## config.mk

```make
export PLATFORM = sky130hd
export DESIGN_NAME = sync_filter_multi_flat
export DESIGN_NICKNAME = d
export VERILOG_FILES = /design/src/rtl/sync_filter_pkg.sv /design/src/rtl/sync_filter_multi_if.sv /design/src/rtl/sync_filter_bit.sv /design/src/rtl/sync_filter_multi.sv /design/src/flat_wrapper.sv
export SDC_FILE = /design/constraint.sdc
export NUM_CORES = 1
export LEC_CHECK = 0
export CORE_MARGIN = 8
export CORE_UTILIZATION = 53
export CTS_BUF_LIST = sky130_fd_sc_hd__clkbuf_2 sky130_fd_sc_hd__clkbuf_4 sky130_fd_sc_hd__clkbuf_8
export DETAILED_ROUTE_END_ITERATION = 8
export PLACE_DENSITY = 0.8
export RECOVER_POWER = 25
export SLEW_MARGIN = 20
export SYNTH_ARGS = -nofsm -noshare
export SYNTH_HDL_FRONTEND = slang
export SYNTH_SLANG_ARGS = --single-unit
```

## constraint.sdc

```tcl
create_clock -name clk -period 1.3 [get_ports clk]
set_clock_uncertainty 0.05 [all_clocks]
set_input_delay 0.325 -clock clk [delete_from_list [all_inputs] [get_ports clk]]
set_output_delay 0.325 -clock clk [all_outputs]
set_load 0.01 [all_outputs]
```

## src/rtl/sync_filter_pkg.sv

```systemverilog
// sync_filter_pkg: shared constants and counter-width helper for the multi-channel input synchroniser
package sync_filter_pkg;
  localparam int SYNC_STAGES_MIN = 2;
  localparam int SYNC_STAGES_MAX = 4;
  localparam int KEY_FILTER_CYCLES = 50000;
  function automatic int cnt_width(input int filter_cycles);
    return $clog2(filter_cycles + 1);
  endfunction
endpackage

```

## src/rtl/sync_filter_multi_if.sv

```systemverilog
// sync_filter_multi_if: raw inputs + glitch clear (master drives) and filtered level, rise/fall pulses, sticky glitch flags (slave drives)
interface sync_filter_multi_if #(parameter int WIDTH = 4);
  logic [WIDTH-1:0] indata;
  logic clear_glitch;
  logic [WIDTH-1:0] outdata;
  logic [WIDTH-1:0] rise;
  logic [WIDTH-1:0] fall;
  logic [WIDTH-1:0] glitch;
  modport master (output indata, clear_glitch, input outdata, rise, fall, glitch);
  modport slave (input indata, clear_glitch, output outdata, rise, fall, glitch);
endinterface

```

## src/rtl/sync_filter_bit.sv

```systemverilog
// sync_filter_bit: one channel - din through a STAGES flop chain, debounce to dout, registered rise/fall pulses, sticky glitch
module sync_filter_bit
  import sync_filter_pkg::*;
#(
  parameter int STAGES = 2,
  parameter int FILTER_CYCLES = 3,
  parameter bit RESET_BIT = 1'b0
) (
  input  logic clk,
  input  logic reset,
  input  logic din,
  input  logic clear_glitch,
  output logic dout,
  output logic rise,
  output logic fall,
  output logic glitch
);
  localparam int CW = cnt_width(FILTER_CYCLES);
  logic [STAGES-1:0] sync;
  logic [CW-1:0] cnt;
  logic s, diff, done, rej;
  assign s = sync[STAGES-1];
  assign diff = s != dout;
  assign done = diff && cnt == CW'(FILTER_CYCLES - 1);
  assign rej = !diff && cnt != '0;
  always_ff @(posedge clk) begin
    if (reset) begin
      sync <= {STAGES{RESET_BIT}};
      cnt <= '0;
      dout <= RESET_BIT;
      rise <= 1'b0;
      fall <= 1'b0;
      glitch <= 1'b0;
    end else begin
      sync <= {sync[STAGES-2:0], din};
      cnt <= (diff && !done) ? cnt + 1'b1 : '0;
      dout <= done ? s : dout;
      rise <= done && s;
      fall <= done && !s;
      glitch <= rej || (glitch && !clear_glitch);
    end
  end
endmodule

```

## src/rtl/sync_filter_multi.sv

```systemverilog
// sync_filter_multi: WIDTH independent synchroniser/debounce channels; clk, reset (sync active-high), bus carries indata/clear_glitch in and outdata/rise/fall/glitch out
module sync_filter_multi
  import sync_filter_pkg::*;
#(
  parameter int WIDTH = 4,
  parameter int STAGES = 2,
  parameter int FILTER_CYCLES = 3,
  parameter logic [WIDTH-1:0] RESET_VAL = '0
) (
  input logic clk,
  input logic reset,
  sync_filter_multi_if.slave bus
);
  logic [WIDTH-1:0] o, r, f, g;
  if (STAGES < SYNC_STAGES_MIN || STAGES > SYNC_STAGES_MAX || FILTER_CYCLES < 1 || FILTER_CYCLES > 65535) begin : g_bad_param
    $error("sync_filter_multi: STAGES or FILTER_CYCLES out of range");
  end
  for (genvar i = 0; i < WIDTH; i++) begin : g_ch
    sync_filter_bit #(
      .STAGES(STAGES),
      .FILTER_CYCLES(FILTER_CYCLES),
      .RESET_BIT(RESET_VAL[i])
    ) u_bit (
      .clk(clk),
      .reset(reset),
      .din(bus.indata[i]),
      .clear_glitch(bus.clear_glitch),
      .dout(o[i]),
      .rise(r[i]),
      .fall(f[i]),
      .glitch(g[i])
    );
  end
  assign bus.outdata = o;
  assign bus.rise = r;
  assign bus.fall = f;
  assign bus.glitch = g;
endmodule

```

## src/flat_wrapper.sv

```systemverilog
// flat-port wrapper written by rule: the top's interface ports become plain ports
module sync_filter_multi_flat import sync_filter_pkg::*;
#(
  parameter int WIDTH = 4,
  parameter int STAGES = 2,
  parameter int FILTER_CYCLES = 3,
  parameter logic [WIDTH-1:0] RESET_VAL = '0
)
  (clk, reset, bus_indata, bus_clear_glitch, bus_outdata, bus_rise, bus_fall, bus_glitch);
  sync_filter_multi_if #(.WIDTH(WIDTH)) bus_i ();
  input logic clk;
  input logic reset;
  input wire logic [$bits(bus_i.indata)-1:0] bus_indata;
  input wire logic [$bits(bus_i.clear_glitch)-1:0] bus_clear_glitch;
  output wire logic [$bits(bus_i.outdata)-1:0] bus_outdata;
  output wire logic [$bits(bus_i.rise)-1:0] bus_rise;
  output wire logic [$bits(bus_i.fall)-1:0] bus_fall;
  output wire logic [$bits(bus_i.glitch)-1:0] bus_glitch;
  assign bus_i.indata = bus_indata;
  assign bus_i.clear_glitch = bus_clear_glitch;
  assign bus_outdata = bus_i.outdata;
  assign bus_rise = bus_i.rise;
  assign bus_fall = bus_i.fall;
  assign bus_glitch = bus_i.glitch;
  sync_filter_multi #(.WIDTH(WIDTH), .STAGES(STAGES), .FILTER_CYCLES(FILTER_CYCLES), .RESET_VAL(RESET_VAL)) u_core (.clk(clk), .reset(reset), .bus(bus_i));
endmodule
```

### Word level (Yosys, flattened, before mapping)

Index checks and enable logic that the tools add are counted.
Widths: inputs -> output; s select.

| word-level totals | value |
|---|---|
| input port bits | 7 |
| logic and storage cells | 89 |
| register bits after elaboration | 32 |

| operators by class | value |
|---|---|
| reductions and logical operators | 49 |
| $add $sub $neg | 4 |
| equal/unequal tests | 8 |
| bitwise logic cells | 4 |

Operators with widths:

| operator | number |
|---|---|
| $logic_and 1x1->1 | 24 |
| $logic_not 1->1 | 13 |
| $add 2x1->2 const B | 4 |
| $eq 2x2->1 const B | 4 |
| $reduce_bool 2->1 | 4 |
| $reduce_or 2->1 | 4 |
| $logic_or 1x1->1 | 4 |
| $ne 1x1->1 | 4 |
| $not 1->1 | 4 |

### Depth between registers and ports, before layout

| logic depth | value |
|---|---|
| depth in word-level cells | 6 |
| gate-level depth with buffers | 4 |

### Hierarchy

Synthesis repeated with hierarchy kept, for this count alone.

| unflattened totals | value |
|---|---|
| cells, all modules | 100 |
| area, all modules | 1196.1 sq um |

Modules (own cells, without submodules):

| module | cells an instance | seq. area each (sq um) | instances | area an instance (sq um) |
|---|---|---|---|---|
| sync_filter_bit | 25 | 160.2 | 4 | 299.0 |

### Worst setup path before layout

OpenSTA, ideal clock, no wires.

| timing | value |
|---|---|
| path type | flip-flop to flip-flop |
| start | reg u_core.g_ch[3].u_bit.cnt[0] |
| end | reg u_core.g_ch[3].u_bit.cnt[1] |
| setup time | 0.087 ns |
| stages on the path, launching flop included | 4 |
| buffers on the path | 0 |
| arrival | 0.841 ns |
| required time | 1.163 ns |
| slack | 0.321 ns |
| cell sequence | dfxtp_1 > inv_1 > ha_1 > nor4b_2 |

| between the ends | value |
|---|---|
| word-level cells in the longest chain between the ends | 6 |
| elaborated cells on any way between the ends | 7 |

RTL lines:

| what | RTL line | source |
|---|---|---|
| start, declared | sync_filter_bit.sv:20 | `logic [CW-1:0] cnt;` |
| start signal, assigned | sync_filter_bit.sv:36 | `cnt <= (diff && !done) ? cnt + 1'b1 : '0;` |
| $eq 2x2->1 | sync_filter_bit.sv:24 | `assign done = diff && cnt == CW'(FILTER_CYCLES - 1);` |
| $logic_and 1x1->1 | sync_filter_bit.sv:24 |  |
| $logic_not 1->1 | sync_filter_bit.sv:36 |  |
| $logic_and 1x1->1 | sync_filter_bit.sv:36 |  |
| $not 1->1 (no line) | - |  |
| $reduce_or 2->1 (no line) | - |  |

Parallel ways exist; a longest one is shown, timed or not.
A chain may end at the register's enable or synchronous reset.

### Final worst setup path

| timing | value |
|---|---|
| start | reg u_core.g_ch[2].u_bit.glitch |
| end | out bus_glitch[2] |

RTL lines:

| what | RTL line | source |
|---|---|---|
| start, declared | sync_filter_bit.sv:16 | `output logic glitch` |
| start signal, assigned | sync_filter_bit.sv:40 | `glitch <= rej \|\| (glitch && !clear_glitch);` |
| end, declared | flat_wrapper.sv:18 | `output wire logic [$bits(bus_i.glitch)-1:0] bus_glitch;` |

No word-level cell between the ends.

==> results.json <==
{
  "initial_utilization": 0.539,
  "dr_wl_met3_um": 124,
  "postLayoutCellArea_sq_um": 1440,
  "cp.buffers_inverters": 1,
  "yosys_warnings": 0,
  "wl_met1_um": 837,
  "vias": 770,
  "syn_area_sq_um": 1290,
  "power.density_nw_per_um2": 1180,
  "status": "finished clean",
  "route.detailed.wl_per_inst_um": 11.7,
  "antenna_found_initial": 0,
  "final_layout_size_suffix_gt1_frac": 0.254,
  "drtAntennaViolNets": 0,
  "placed_cell_area_sq_um": 1450,
  "synthesis.nets": 128,
  "ir_drop_mv": 1.01,
  "synth_common_cells": "dfxtp_1 (32), buf_4 (17), nor2_1 (9)",
  "highest_layer": "met4",
  "root_buffer": "clkbuf_4",
  "synthCells": 113,
  "h-tree-depth": 2,
  "synthFlopType": "dfxtp_1",
  "boundaryPins": 23,
  "ys_seq_elements": 32,
  "grt.overflow.total": 0,
  "fp.dieH_um": 65.3,
  "fin_setup_tns_ns": 0,
  "fmax_mhz": 803,
  "path_clk_slew_ns": 0.09,
  "core_area_sq_um": 2390,
  "start_kind": "register",
  "portBuffers": 22,
  "yosysSeqAreaShare": 0.498,
  "cp_max_fo": 2,
  "clkSinkCount": 32,
  "num_rows": 18,
  "slowest_delay_ns": 0.34,
  "gp_congestion": 0.750,
  "synth_area_leaders": "dfxtp_1 (50%), buf_4 (9.9%), ha_1 (7.8%), nor4bb_1 (6.2%), nor4b_2 (4.7%)",
  "worstSkewPairLatency_ns": 0.31,
  "rsz0062_at_grt": "false",
  "period_share": 0.958,
  "grt_use_total": 0.100,
  "slew_viol_final": 0,
  "wl_um": 1870,
  "synthMuxAreaShare": 0.0311,
  "synthArstFlopShare": 0,
  "drtIter0Drc": 18,
  "worst_pin_slew_ns": 0.329,
  "synthSimpleGateAreaFrac": 0.199,
  "cpMaxStageDelayCell": "dfxtp_2",
  "vias_per_cell": 4.81,
  "finalSetupViolCount": 0,
  "synth_top_area_frac": 0.498,
  "syn_area_per_cell_sq_um": 11.4,
  "cp.arrival_ns": 0.87,
  "endpoint_kind": "primary output",
  "grt_pass1_vias": 777,
  "critPathRequiredTime_ns": 0.93,
  "synth_compound_area_frac": 0.0263,
  "syn2layout_area_growth_pct": 12.1,
  "cts_tree": "built",
  "synth_edf_count": 0,
  "slew_headroom": 0.779,
  "numCtsBuffers": 5,
  "finalHoldViolations": 0,
  "maxCapViolCount": 0,
  "yosys.area_share.adder": 0.0778,
  "yosysUniqueCellTypes": 15,
  "wl_met2_um": 882,
  "synth_top_family_by_area": "simple AND/OR/NAND/NOR gates",
  "p_leak_uw": 0.000568,
  "clockBufferDepth": 2,
  "fp.dieW_um": 65.3,
  "finalCriticalPeriod_ns": 1.24,
  "dp_hpwl_um": 1380,
  "path_delay_family": "flip-flops",
  "hold_class": "reg -> reg",
  "path_cells": "clkdlybuf4s15_2",
  "synth_most_common_cell": "dfxtp_1",
  "drt_pass1_iterations": 4,
  "drc": 0,
  "dieArea_sq_um": 4260,
  "synth_xor_area_frac": 0.0272,
  "antenna_cells": 0,
  "path_class": "reg -> out",
  "finalNetCount": 144,
  "grt_max_degree": 30,
  "grt_pass1_wl_um": 3220,
  "synth_largest_area_cell": "dfxtp_1"
}
==> registers in the layout (all words and copies together), names as in the netlist <==
register	count
u_core.g_ch.u_bit.rise	4
u_core.g_ch.u_bit.glitch	4
u_core.g_ch.u_bit.sync	8
u_core.g_ch.u_bit.dout	4
u_core.g_ch.u_bit.fall	4
u_core.g_ch.u_bit.cnt	8
==> what timing repair did <==
| item | in CTS | in global routing |
|---|---|---|
| gates resized for setup | 27 | 23 |
| hold buffers | 0 | 0 |
| buffers inserted | 0 | 0 |
| setup endpoints to repair | 16 | 16 |
| gates cloned | 0 | 0 |
==> worst paths after layout <==
kind / from / to / slack (ns) / cells past startpoint
max: u_core.g_ch[2].u_bit.glitch / bus_glitch[2] / 0.06 / 1
min: u_core.g_ch[0].u_bit.cnt[0] / u_core.g_ch[0].u_bit.cnt[0] / 0.37 / 1
min reg2reg: u_core.g_ch[0].u_bit.cnt[0] / u_core.g_ch[0].u_bit.cnt[0] / 0.37 / 1
max reg2reg: u_core.g_ch[2].u_bit.cnt[0] / u_core.g_ch[2].u_bit.rise / 0.19 / 3
==> layer usage <==
layer | vias to the layer above | global-route usage
li1 | 402 | -
met1 | 349 | 0.101
met2 | 17 | 0.151
met3 | 2 | 0.0731
met4 | 0 | 0.0490
met5 | - | 0
==> where the power goes <==
| group | internal [uW] | switching (uW) |
|---|---|---|
| clock | 308 | 300 |
| sequential | 998 | 9.97 |
| combinational | 43.8 | 36.9 |
| total | 1350 | 346 |
==> through the flow <==
| stage | hold WS [ns] | utilization | instances | total power [uW] | worst slack, ns |
|---|---|---|---|---|---|
| 3_3_place_gp | 0.356 | 0.608 | 152 | 1110 | -0.184 |
| 5_1_grt | 0.400 | 0.604 | 160 | 1800 | 0.00190 |
| 4_1_cts | 0.374 | 0.633 | 160 | 1730 | 0.00340 |
| 3_5_place_dp | 0.362 | 0.608 | 152 | 1120 | -0.202 |
| 2_1_floorplan | 0.349 | - | 113 | 1080 | 0.321 |
| 6_report | 0.373 | 0.604 | 160 | 1700 | 0.0551 |
==> logic make-up (layout without fill, tap and decap cells) <==
family          after synthesis  after routing
compound gates                4              4
xor+xnor                      4              4
fa+ha+maj                     8              8
buf+inv                      27             44
flops                        32             32
mux                           4              4
simple gates                 34             34
==> placed cells by master, fill, tap and decap left out, types with 3 or more instances in the layout <==
cell type	instances
a22o_1	3
buf_4	4
clkbuf_2	13
clkbuf_4	7
clkdlybuf4s50_1	5
dfxtp_1	30
ha_1	8
inv_1	8
mux2i_1	4
nor2_1	9
nor2b_1	8
nor4_1	4
nor4b_2	3
nor4bb_1	8
xnor2_1	4
==> final cells by class <==
cell class / instances / area (sq um)
Timing Repair Buffer: 28 / 205
Tap cell: 30 / 37.5
Fill cell: 208 / 946
Inverter: 8 / 30.0
Sequential cell: 32 / 643
Clock buffer: 8 / 66.3
Multi-Input combinational cell: 54 / 459
Note: power is estimated with default switching activity, not from simulation.
